## src/rtl/apb4_regfile_slv_param.sv

```systemverilog
// rtl/apb4_regfile_slv_param.sv - parametrised APB4 completer register file with wait states, RO registers and PPROT checking
`timescale 1ns/1ps
module apb4_regfile_slv_param #(
  parameter int                    DATA_WIDTH  = 32,
  parameter int                    ADDR_WIDTH  = 32,
  parameter int                    NUM_REGS    = 16,
  parameter logic [ADDR_WIDTH-1:0] BASE_ADDR   = '0,
  parameter int                    WAIT_STATES = 0,
  parameter logic [NUM_REGS-1:0]   RO_MASK     = '0,
  parameter bit                    PROT_CHECK  = 1'b1
) (
  input  logic                           PCLK,
  input  logic                           PRESETn,
  input  logic [ADDR_WIDTH-1:0]          PADDR,
  input  logic                           PSEL,
  input  logic                           PENABLE,
  input  logic                           PWRITE,
  input  logic [DATA_WIDTH-1:0]          PWDATA,
  input  logic [DATA_WIDTH/8-1:0]        PSTRB,
  input  logic [2:0]                     PPROT,
  output logic                           PREADY,
  output logic [DATA_WIDTH-1:0]          PRDATA,
  output logic                           PSLVERR,
  input  logic [NUM_REGS*DATA_WIDTH-1:0] hw_ro_in,
  output logic [NUM_REGS*DATA_WIDTH-1:0] regs_out
);

  localparam int NBYTES = DATA_WIDTH / 8;
  localparam int IDX_W  = (NUM_REGS > 1) ? $clog2(NUM_REGS) : 1;
  localparam logic [3:0] WS_INIT = 4'((WAIT_STATES > 0) ? WAIT_STATES - 1 : 0);

  typedef enum logic [1:0] {S_IDLE, S_WAIT, S_RESP} state_t;

  state_t                         state;
  logic [3:0]                     cnt;
  logic [NUM_REGS*DATA_WIDTH-1:0] reg_q;

  logic [ADDR_WIDTH-1:0] off;
  logic [ADDR_WIDTH-1:0] idx_full;
  logic [IDX_W-1:0]      idx;
  logic                  misaligned;
  logic                  out_of_range;
  logic                  prot_bad;
  logic                  is_ro;
  logic                  acc_err;
  logic [DATA_WIDTH-1:0] rd_val;
  logic                  enter_resp;

  // Address decode relative to the block's base; index is in whole registers
  assign off          = PADDR - BASE_ADDR;
  assign idx_full     = off / ADDR_WIDTH'(NBYTES);
  assign idx          = idx_full[IDX_W-1:0];
  assign misaligned   = (PADDR % ADDR_WIDTH'(NBYTES)) != '0;
  assign out_of_range = (PADDR < BASE_ADDR) || (idx_full >= ADDR_WIDTH'(NUM_REGS));
  assign prot_bad     = PROT_CHECK && PWRITE && !PPROT[0];

  // Read mux and RO lookup; only meaningful when the index is in range
  always_comb begin
    is_ro  = 1'b0;
    rd_val = '0;
    if (!out_of_range) begin
      is_ro  = RO_MASK[idx];
      rd_val = is_ro ? hw_ro_in[int'(idx)*DATA_WIDTH +: DATA_WIDTH]
                     : reg_q[int'(idx)*DATA_WIDTH +: DATA_WIDTH];
    end
  end

  assign acc_err = misaligned || out_of_range || (PWRITE && is_ro) || prot_bad;

  // The edge that moves the FSM into RESP is also the commit edge
  always_comb begin
    enter_resp = 1'b0;
    case (state)
      S_IDLE:  enter_resp = PSEL && PENABLE && (WAIT_STATES == 0);
      S_WAIT:  enter_resp = PSEL && (cnt == 4'd0);
      default: enter_resp = 1'b0;
    endcase
  end

  // Transfer FSM with registered PREADY/PRDATA/PSLVERR
  always_ff @(posedge PCLK or negedge PRESETn) begin
    if (!PRESETn) begin
      state   <= S_IDLE;
      cnt     <= 4'd0;
      PREADY  <= 1'b0;
      PRDATA  <= '0;
      PSLVERR <= 1'b0;
    end else if (enter_resp) begin
      state   <= S_RESP;
      PREADY  <= 1'b1;
      PSLVERR <= acc_err;
      PRDATA  <= (acc_err || PWRITE) ? '0 : rd_val;
    end else begin
      case (state)
        S_IDLE: begin
          if (PSEL && PENABLE) begin
            state <= S_WAIT;
            cnt   <= WS_INIT;
          end
        end
        S_WAIT: begin
          // Master withdrew the transfer: drop it without committing
          if (!PSEL) state <= S_IDLE;
          else       cnt   <= cnt - 4'd1;
        end
        S_RESP: begin
          state   <= S_IDLE;
          PREADY  <= 1'b0;
          PRDATA  <= '0;
          PSLVERR <= 1'b0;
        end
        default: state <= S_IDLE;
      endcase
    end
  end

  // Byte-lane register update; RO slices are never written and stay 0
  always_ff @(posedge PCLK or negedge PRESETn) begin
    if (!PRESETn) begin
      reg_q <= '0;
    end else if (enter_resp && PWRITE && !acc_err) begin
      for (int b = 0; b < NBYTES; b++) begin
        if (PSTRB[b]) reg_q[int'(idx)*DATA_WIDTH + b*8 +: 8] <= PWDATA[b*8 +: 8];
      end
    end
  end

  assign regs_out = reg_q;

  logic unused_bits;
  assign unused_bits = ^{PPROT[2:1], off, idx_full};

endmodule
```

## config.mk

```make
export PLATFORM = sky130hd
export DESIGN_NAME = apb4_regfile_slv_param
export DESIGN_NICKNAME = d
export VERILOG_FILES = /design/src/rtl/apb4_regfile_slv_param.sv
export SDC_FILE = /design/constraint.sdc
export NUM_CORES = 1
export LEC_CHECK = 0
export CORE_AREA = 4 4 434 436
export DETAILED_ROUTE_END_ITERATION = 10
export DIE_AREA = 0 0 438 440
export GPL_TIMING_DRIVEN = 0
export SLEW_MARGIN = 20
export SYNTH_ARGS = -nofsm -noshare
export SYNTH_HDL_FRONTEND = slang
export SYNTH_SLANG_ARGS = --single-unit
export TNS_END_PERCENT = 30
```

## constraint.sdc

```tcl
create_clock -name PCLK -period 2.5 [get_ports PCLK]
set_clock_uncertainty 0.2 [all_clocks]
set_input_delay 0.375 -clock PCLK [delete_from_list [all_inputs] [get_ports PCLK]]
set_output_delay 0.375 -clock PCLK [all_outputs]
set_load 0.005 [all_outputs]
```

* After elaboration in Yosys (flattened, before gate mapping)
Memories as Yosys holds them, arrays and structs flattened.
Cells that the tools add are included.
W data, S select, Z words.
** Storage, ports and cells
- Memories kept :: 1
- Input bits :: 588
- ROM bits :: 16
- Flip-flop bits (word level) :: 552
- Word-level logic and storage cells :: 84
- Output and inout bits :: 546
** Cells by class
- Bitwise logic cells :: 1
- Muxes and demuxes :: 29
- Add/subtract/negate cells :: 8
- Equality and inequality tests :: 6
- Reductions and logical operators :: 20
- Shift operators :: 10
- $lt $le $gt $ge :: 3
** Memory list
- (no name shown) :: words 16, bits a word 1, read ports 1, clocked after memory_dff 0, wr ports 0, RTL line 62 : is_ro = RO_MASK[idx];
** Operators with widths (count)
- $mux W512 :: 7
- $bwmux W512 :: 4
- $shift A8 B33 Y512 const A :: 4
- $shiftx A8 B33 Y512 :: 4
- $shiftx A512 B10 Y32 :: 2
- $mux W32 :: 5
- $neg A10 Y33 :: 3
- $neg A9 Y33 :: 1
- $lt A32 B1 Y1 const B :: 1
- $reduce_bool A32 Y1 :: 1
- $ge A30 B5 Y1 const B :: 1
- $add A9 B5 Y10 const B :: 2
- $add A9 B4 Y10 const B :: 1
- $mux W4 :: 2
- $pmux W4 S2 :: 1
- $logic_and A1 B1 Y1 :: 6
- $mux W2 :: 3
- $ne A3 B3 Y1 const B :: 2
- $logic_or A1 B1 Y1 :: 5
- $lt A4 B5 Y1 const B :: 1
- $mux W1 :: 5
- $logic_not A4 Y1 :: 1
- $ne A2 B2 Y1 const B :: 2
- $pmux W2 S2 :: 1
- other kinds (10) :: 12

* Depth between registers and ports, before layout
Gate-level depths: netlist of run 1.
- Depth after elaboration :: 17
- Gate-level depth with buffers :: 12
- Depth with buffers taken out :: 7

* Worst setup path after synthesis of run 1
No wires, ideal clock.
- Kind :: input to register
- Start point :: input PADDR[2]
- End point :: register reg_q[0] (netlist: regs_out[0])
- Arrival :: 2804 ps
- Path buffers :: 5
- Stages :: 12
- Data required time :: 2170 ps
- Setup slack :: -634 ps
- Library setup time :: 130 ps
- Cell sequence :: buf_2 buf_2 nor3_1 clkbuf_1 ha_1 nor3b_1 nand4_1 or4_1 clkbuf_1 clkbuf_1 nand2_1 o21ai_0
** Between the ends
- Cells in the longest elaborated chain, start to end :: 13
- Elaborated cells between the ends (all ways) :: 38
- Those cells by class :: add/sub: 7; order compare: 2; shift: 8; mux: 13; reduce/logical: 7; memory: 1
** Ends and longest elaborated chain
- from (decl) :: RTL line 14 : input logic [ADDR_WIDTH-1:0] PADDR,
- branches (longest 13 deep; another with $neg A10 Y33)
- to (signal, indexed assignment) :: RTL line 123 : if (PSTRB[b]) reg_q[int'(idx)*DATA_WIDTH + b*8 +: 8] <= PWDATA[b*8 +: 8];
- to (decl) :: RTL line 36 : logic [NUM_REGS*DATA_WIDTH-1:0] reg_q;
Several ways; the timed one is not identified. The select of a mux whose other input is x is not followed.
A chain may end at the register's enable or synchronous reset.

* Worst setup path after layout of run 1
- Start point :: register cnt[0]
- End point :: register reg_q[20] (netlist: regs_out[20])
** Between the ends
- Cells in the longest elaborated chain, start to end :: 5
** Ends and longest elaborated chain
- from (decl) :: RTL line 35 : logic [3:0] cnt;
- from (signal assigned) :: RTL line 104 : else cnt <= cnt - 4'd1;
- $logic_not A4 Y1 :: RTL line 75 : S_WAIT: enter_resp = PSEL && (cnt == 4'd0);
- $logic_and A1 B1 Y1 :: RTL line 75
- $pmux W1 S2 :: RTL line 73 : case (state)
- $logic_and A1 B1 Y1 (2 in a row) :: RTL line 121 : end else if (enter_resp && PWRITE && !acc_err) begin
Every way passes these cells.

==> flow_summary.ini, run 1 <==
[critical_path]
endpoint = regs_out[20]
r2r_cells = 10
reg2reg_to = regs_out[20]
worstSetupPathType = register to register
cp.required_ns = 2.83
endpoint_kind = register
cp_max_fo = 8
startpoint = cnt[0]
r2r-start = cnt[0]
arrival_ns = 3.04
ff2ff_setup_slack_ns = -0.21
worstSetupStartpointType = register

[final_layout]
layout_commonest_cell = clkdlybuf4s50_1
drive_above_1_share = 0.3810
final_util = 0.2227
mostFrequentLayoutCells = clkdlybuf4s50_1 (580), dfrtp_1 (552), mux2_2 (349)
final_nets = 3171
area_growth_syn_to_layout_pct = 57.08

[placement]
routabilityCongestion = 0.8308
io_buffer_count = 619
dpl.hpwl_um = 133200

[cts]
cts.sinks = 552
holdBufCountCts = 7
cts_buffers = 70
root_buffer = clkbuf_16
clk_latency_ns = 0.67
htree_levels = 3
clk_pin_slew_ns = 0.06
cts_tree = done
clock_path_buffers = 3

[sta]
tns_ns = -53.04
post-route-period-util = 1.085
tightest_slew_ns = 1.036
slew_violations = 0
timing.fmax_mhz = 368.8
finalSetupViolations = 480
relSlewSlack = 0.3092
setup_ws_ns = -0.2117
hold_viol = 80
fin_hold_ws_ns = -0.1458
rsz0062_at_grt = yes
period_needed_ns = 2.712

[outcome]
violations = negative hold slack, negative setup slack
status = finished, violations left

[global_route]
grt_max_degree = 95
grt-ovfl-total = 0
grt_pass1_vias = 21338
grtUsageTotal = 0.1718
grt_pass1_wl_um = 219400
antenna_found_initial = 24

[synthesis]
synth_edf_count = 0
synthArstFlopShare = 1.000
synth_top_area_share = 0.5276
ys_warn_count = 0
syn_area_mm2 = 0.02618
ys_ff_latch = 552
synth_nets = 2389
synth-main-ff-cell = dfrtp_1
synth_area_leaders = dfrtp_1 (53%), mux2_2 (19%), mux4_2 (11%)
yosysSeqAreaShare = 0.5276
synth_cell_types = 42
syn_avg_cell_area_um2 = 14.59
synth_top_area_cell = dfrtp_1
syn_inst = 1795

[floorplan]
die_w_um = 438
start_util = 0.1418
ioPinCount = 1134
die_area_mm2 = 0.1927
die_h_um = 440
core-area_mm2 = 0.1846
placement_rows = 158

[route]
detail-route-antenna-nets = 0
routed_wl_um = 171600
drt_iter0_drc = 1443
remaining_drc_errors = 0
viasPerCell = 4.044
wire_per_inst_um = 33.53
routedLengthMet1_um = 68160
vias = 20692
dr.max_layer_used = met4
met3_length_um = 17010
drt_pass1_iterations = 5
routed-wl-met2_um = 79150

[power_and_ir_drop]
power.total_mw = 21.11
p_leak_nw = 19.16
power-per-cell-area_mw_per_mm2 = 513.4
peakVddDrop_v = 0.0004516

[flow_run]
drv_cap = 0

[min_path]
min_path_type = primary input to asynchronous set/reset pin
-- worst min path at each step --
stage | start | endpoint | slack [ns] | cells past startpoint
6_report | PRESETn | regs_out[198] | -0.15 | 6
5_1_grt | PRESETn | regs_out[134] | -0.14 | 6
4_1_cts | PRESETn | regs_out[134] | -0.16 | 6
3_5_place_dp | PRESETn | cnt[3] | 0.07 | 1
3_3_place_gp | PREADY | PREADY | 0.27 | 2
2_1_floorplan | PRESETn | PRDATA[0] | -0.12 | 0
-- cells by family after synthesis --
logic type               Yosys count  share of synthesized area
AO/OA/AOI/OAI                    109                    0.03169
adder cells (fa/ha/maj)            6                   0.002867
multiplexers                     632                     0.3258
buffers and inverters            136                    0.02112
flip-flops                       552                     0.5276
XOR/XNOR                           3                   0.001004
AND/OR/NAND/NOR                  357                    0.08994
-- registers in the layout (all words and copies together), names as in the netlist --
signal	count
PRDATA	32
PREADY	1
PSLVERR	1
cnt	4
regs_out	512
state	2
-- layout make-up --
| cell class | instances | area, µm² |
|---|---|---|
| fill | 19675 | 143500 |
| sequential | 552 | 13810 |
| multi-input combinational | 1107 | 13140 |
| timing repair buffer | 713 | 7762 |
| tap | 2480 | 3103 |
| clock buffer | 98 | 1979 |
| buffer | 100 | 832.0 |
| clock inverter | 24 | 339.1 |
| inverter | 33 | 126.4 |
| antenna | 10 | 25.02 |
-- worst max-delay path: stages, from the launching register on --
cell,delay [ns]
dfrtp_1,0.37
inv_1,0.06
ha_2,0.17
and4bb_2,0.28
o21ai_4,0.15
nor3_4,0.19
buf_12,0.17
buf_16,0.13
clkbuf_16,0.16
nand3_4,0.25
mux2_4,0.40
-- through the flow --
step | setup slack (ns) | cells | cell area (µm²)
2_1_floorplan | -0.2165 | 1795 | 26430
3_3_place_gp | -25.03 | 4894 | 35730
3_5_place_dp | -2.045 | 4910 | 36100
4_1_cts | -0.1939 | 5093 | 40250
5_1_grt | -0.2680 | 5110 | 41110
6_report | -0.2117 | 5117 | 41120
-- power by group --
part / switching (mW) / internal [mW] / total (mW)
logic: 1.12 / 0.451 / 1.57
registers: 0.00274 / 8.94 / 8.94
clock network: 4.34 / 6.26 / 10.6
total: 5.46 / 15.7 / 21.1
-- metal layers --
layer | vias up | track usage
li1 | 8357 | -
met1 | 11130 | 0.2101
met2 | 961 | 0.2756
met3 | 244 | 0.06639
met4 | 0 | 0.05919
met5 | - | 0
-- Yosys cell counts (3+ instances only) --
library cell	instances
a22o_1	32
a22oi_1	64
and2_1	93
and3_1	74
buf_1	14
buf_2	10
buf_4	3
clkbuf_1	74
dfrtp_1	552
ha_1	6
inv_1	33
mux2_1	46
mux2_2	434
mux2i_1	24
mux4_2	128
nand2_1	83
nand2b_1	3
nand3_1	11
nand3_2	3
nand4_2	39
nand4_4	6
nor2_1	9
nor2b_1	3
nor3_1	9
nor3b_1	3
nor4_1	11
o21ai_0	8
o21ai_1	3
-- what timing repair did --
item                       in CTS  in global routing
pin swaps                      18                  5
setup endpoints to repair     564                577
gates resized for setup       172                210
gates cloned                    0                  2
setup buffers                  57                 13
hold endpoints to repair      114                 80
(Power assumes the default switching activity.)
==> run 2, diff against run 1 <==
--- a/config.mk
+++ b/config.mk
@@ -5,10 +5,12 @@
 export SDC_FILE = /design/constraint.sdc
 export NUM_CORES = 1
 export LEC_CHECK = 0
+export CAP_MARGIN = 15
 export CORE_AREA = 4 4 434 436
 export DETAILED_ROUTE_END_ITERATION = 10
 export DIE_AREA = 0 0 438 440
 export GPL_TIMING_DRIVEN = 0
+export PLACE_DENSITY = 0.46
 export SLEW_MARGIN = 20
 export SYNTH_ARGS = -nofsm -noshare
 export SYNTH_HDL_FRONTEND = slang
==> flow_summary.ini, run 2 (synthesis results as in run 1) <==
[power_and_ir_drop]
p_sw_mw = 5.653
p_int_mw = 15.44
p_leak_nw = 18.46
peakVddDrop_v = 0.0003858
combPwrFrac = 0.075
switching_share = 0.2680
power.total_mw = 21.09
p_seq_frac = 0.424
power-per-cell-area_mw_per_mm2 = 517.3
p_clk_frac = 0.501

[global_route]
grtUsageTotal = 0.1751
grt_pass1_vias = 21274
antenna_found_initial = 23
grt_pass1_wl_um = 222100
grt-ovfl-total = 0
grt_max_degree = 87

[sta]
rsz0062_at_grt = yes
fin_hold_ws_ns = 0.09897
finalSetupViolations = 439
post-route-period-util = 1.103
tns_ns = -69.40
tightest_slew_ns = 1.128
relSlewSlack = 0.2423
setup_ws_ns = -0.2578
hold_viol = 0
timing.fmax_mhz = 362.6
period_needed_ns = 2.758
slew_violations = 0

[route]
routed_wl_um = 174200
detail-route-antenna-nets = 0
drt_iter0_drc = 1524
drt_pass1_iterations = 6
wire_per_inst_um = 34.02
viasPerCell = 3.989
vias = 20434
remaining_drc_errors = 0

[final_layout]
drive_above_1_share = 0.3818
final_nets = 3174
n_fill_cell = 19804
layout_commonest_cell = clkdlybuf4s50_1
largest_reg_flops = 512
mostFrequentLayoutCells = clkdlybuf4s50_1 (611), dfrtp_1 (552), mux2_2 (411)
area_growth_syn_to_layout_pct = 55.73

[floorplan]
ioPinCount = 1134
die_area_mm2 = 0.1927
placement_rows = 158
core-area_mm2 = 0.1846
start_util = 0.1418
die_w_um = 438
die_h_um = 440

[critical_path]
ff2ff_setup_slack_ns = -0.26
cp.required_ns = 2.86
cp_max_fo = 8
worstSetupStartpointType = register
r2r_cells = 11
reg2reg_to = regs_out[394]
r2r-start = cnt[0]
endpoint_kind = register
worstSetupPathType = register to register
arrival_ns = 3.11

[cts]
root_buffer = clkbuf_16
htree_levels = 3
clock_path_buffers = 3
cts_tree = done
clk_latency_ns = 0.68
cts.sinks = 552
cts_buffers = 74
clk_pin_slew_ns = 0.06

[placement]
io_buffer_count = 619
dpl.hpwl_um = 135200
routabilityCongestion = 0.7899

[min_path]
min_path_type = primary input to asynchronous set/reset pin

[outcome]
violations = negative setup slack
status = finished, violations left

[flow_run]
drv_cap = 0
[run 2: worst max-delay path by stage]
stage / start / end / slack [ns]
after global placement: PRESETn / regs_out[364] / -26.82
final: cnt[0] / regs_out[394] / -0.26
after detailed placement: PADDR[3] / PRDATA[14] / -1.96
after global routing: cnt[1] / regs_out[27] / -0.30
after CTS: cnt[1] / regs_out[377] / -0.22
after floorplan: PADDR[3] / regs_out[192] / -0.22
[run 2: worst max-delay path, cell delays in order (launching register included)]
cell and delay (ns):
dfrtp_1 0.34, inv_1 0.05, ha_2 0.18, and4bb_2 0.25, o21ai_4 0.42, nor3_4 0.09
buf_12 0.16, buf_16 0.15, clkbuf_16 0.17, nand4_4 0.09, buf_12 0.18, mux2_4 0.32
[run 2: power by group through the flow]
stage | Combinational [mW] | Sequential (mW) | Clock [mW]
floorplan | 0.497 | 9.11 | 0
global placement | 1.42 | 9.13 | 0
detailed placement | 1.49 | 9.11 | 0
CTS | 1.60 | 8.94 | 10.9
global route | 1.67 | 8.94 | 11.2
finish | 1.58 | 8.95 | 10.6
[run 2: layout make-up]
class                      instances  area, µm²  share of cell area
antenna                            7      17.52           0.0004296
buffer                           102      809.5             0.01986
clock buffer                     107       2127             0.05217
clock inverter                    24      225.2            0.005524
inverter                          33      126.4            0.003100
multi-input combinational       1107      12910              0.3166
sequential                       552      13810              0.3388
tap                             2480       3103             0.07611
timing repair buffer             710       7641              0.1874
[run 2: timing repair]
action | CTS | global route
endpoints found under the hold margin | 74 | 0
gates resized for setup | 227 | 37
endpoints found under the setup margin | 570 | 570
buffers inserted | 58 | 13
pin swaps | 18 | 4
gates cloned | 0 | 2
hold buffers | 1 | 0
[run 2: stage by stage]
step,std cells,instance area (µm²),utilization,worst slack [ns]
3_5_place_dp,4913,36160,0.1959,-1.955
6_report,5122,40770,0.2208,-0.2578
4_1_cts,5102,40420,0.2189,-0.2186
3_3_place_gp,4894,35730,0.1935,-26.82
2_1_floorplan,1795,26430,-,-0.2165
5_1_grt,5119,40760,0.2208,-0.2959
[run 2: routing by layer]
layer,wire length [µm],track usage
met1,67610,0.2052
met4,7455,0.06735
met3,19440,0.08307
met2,79730,0.2767
met5,0,0
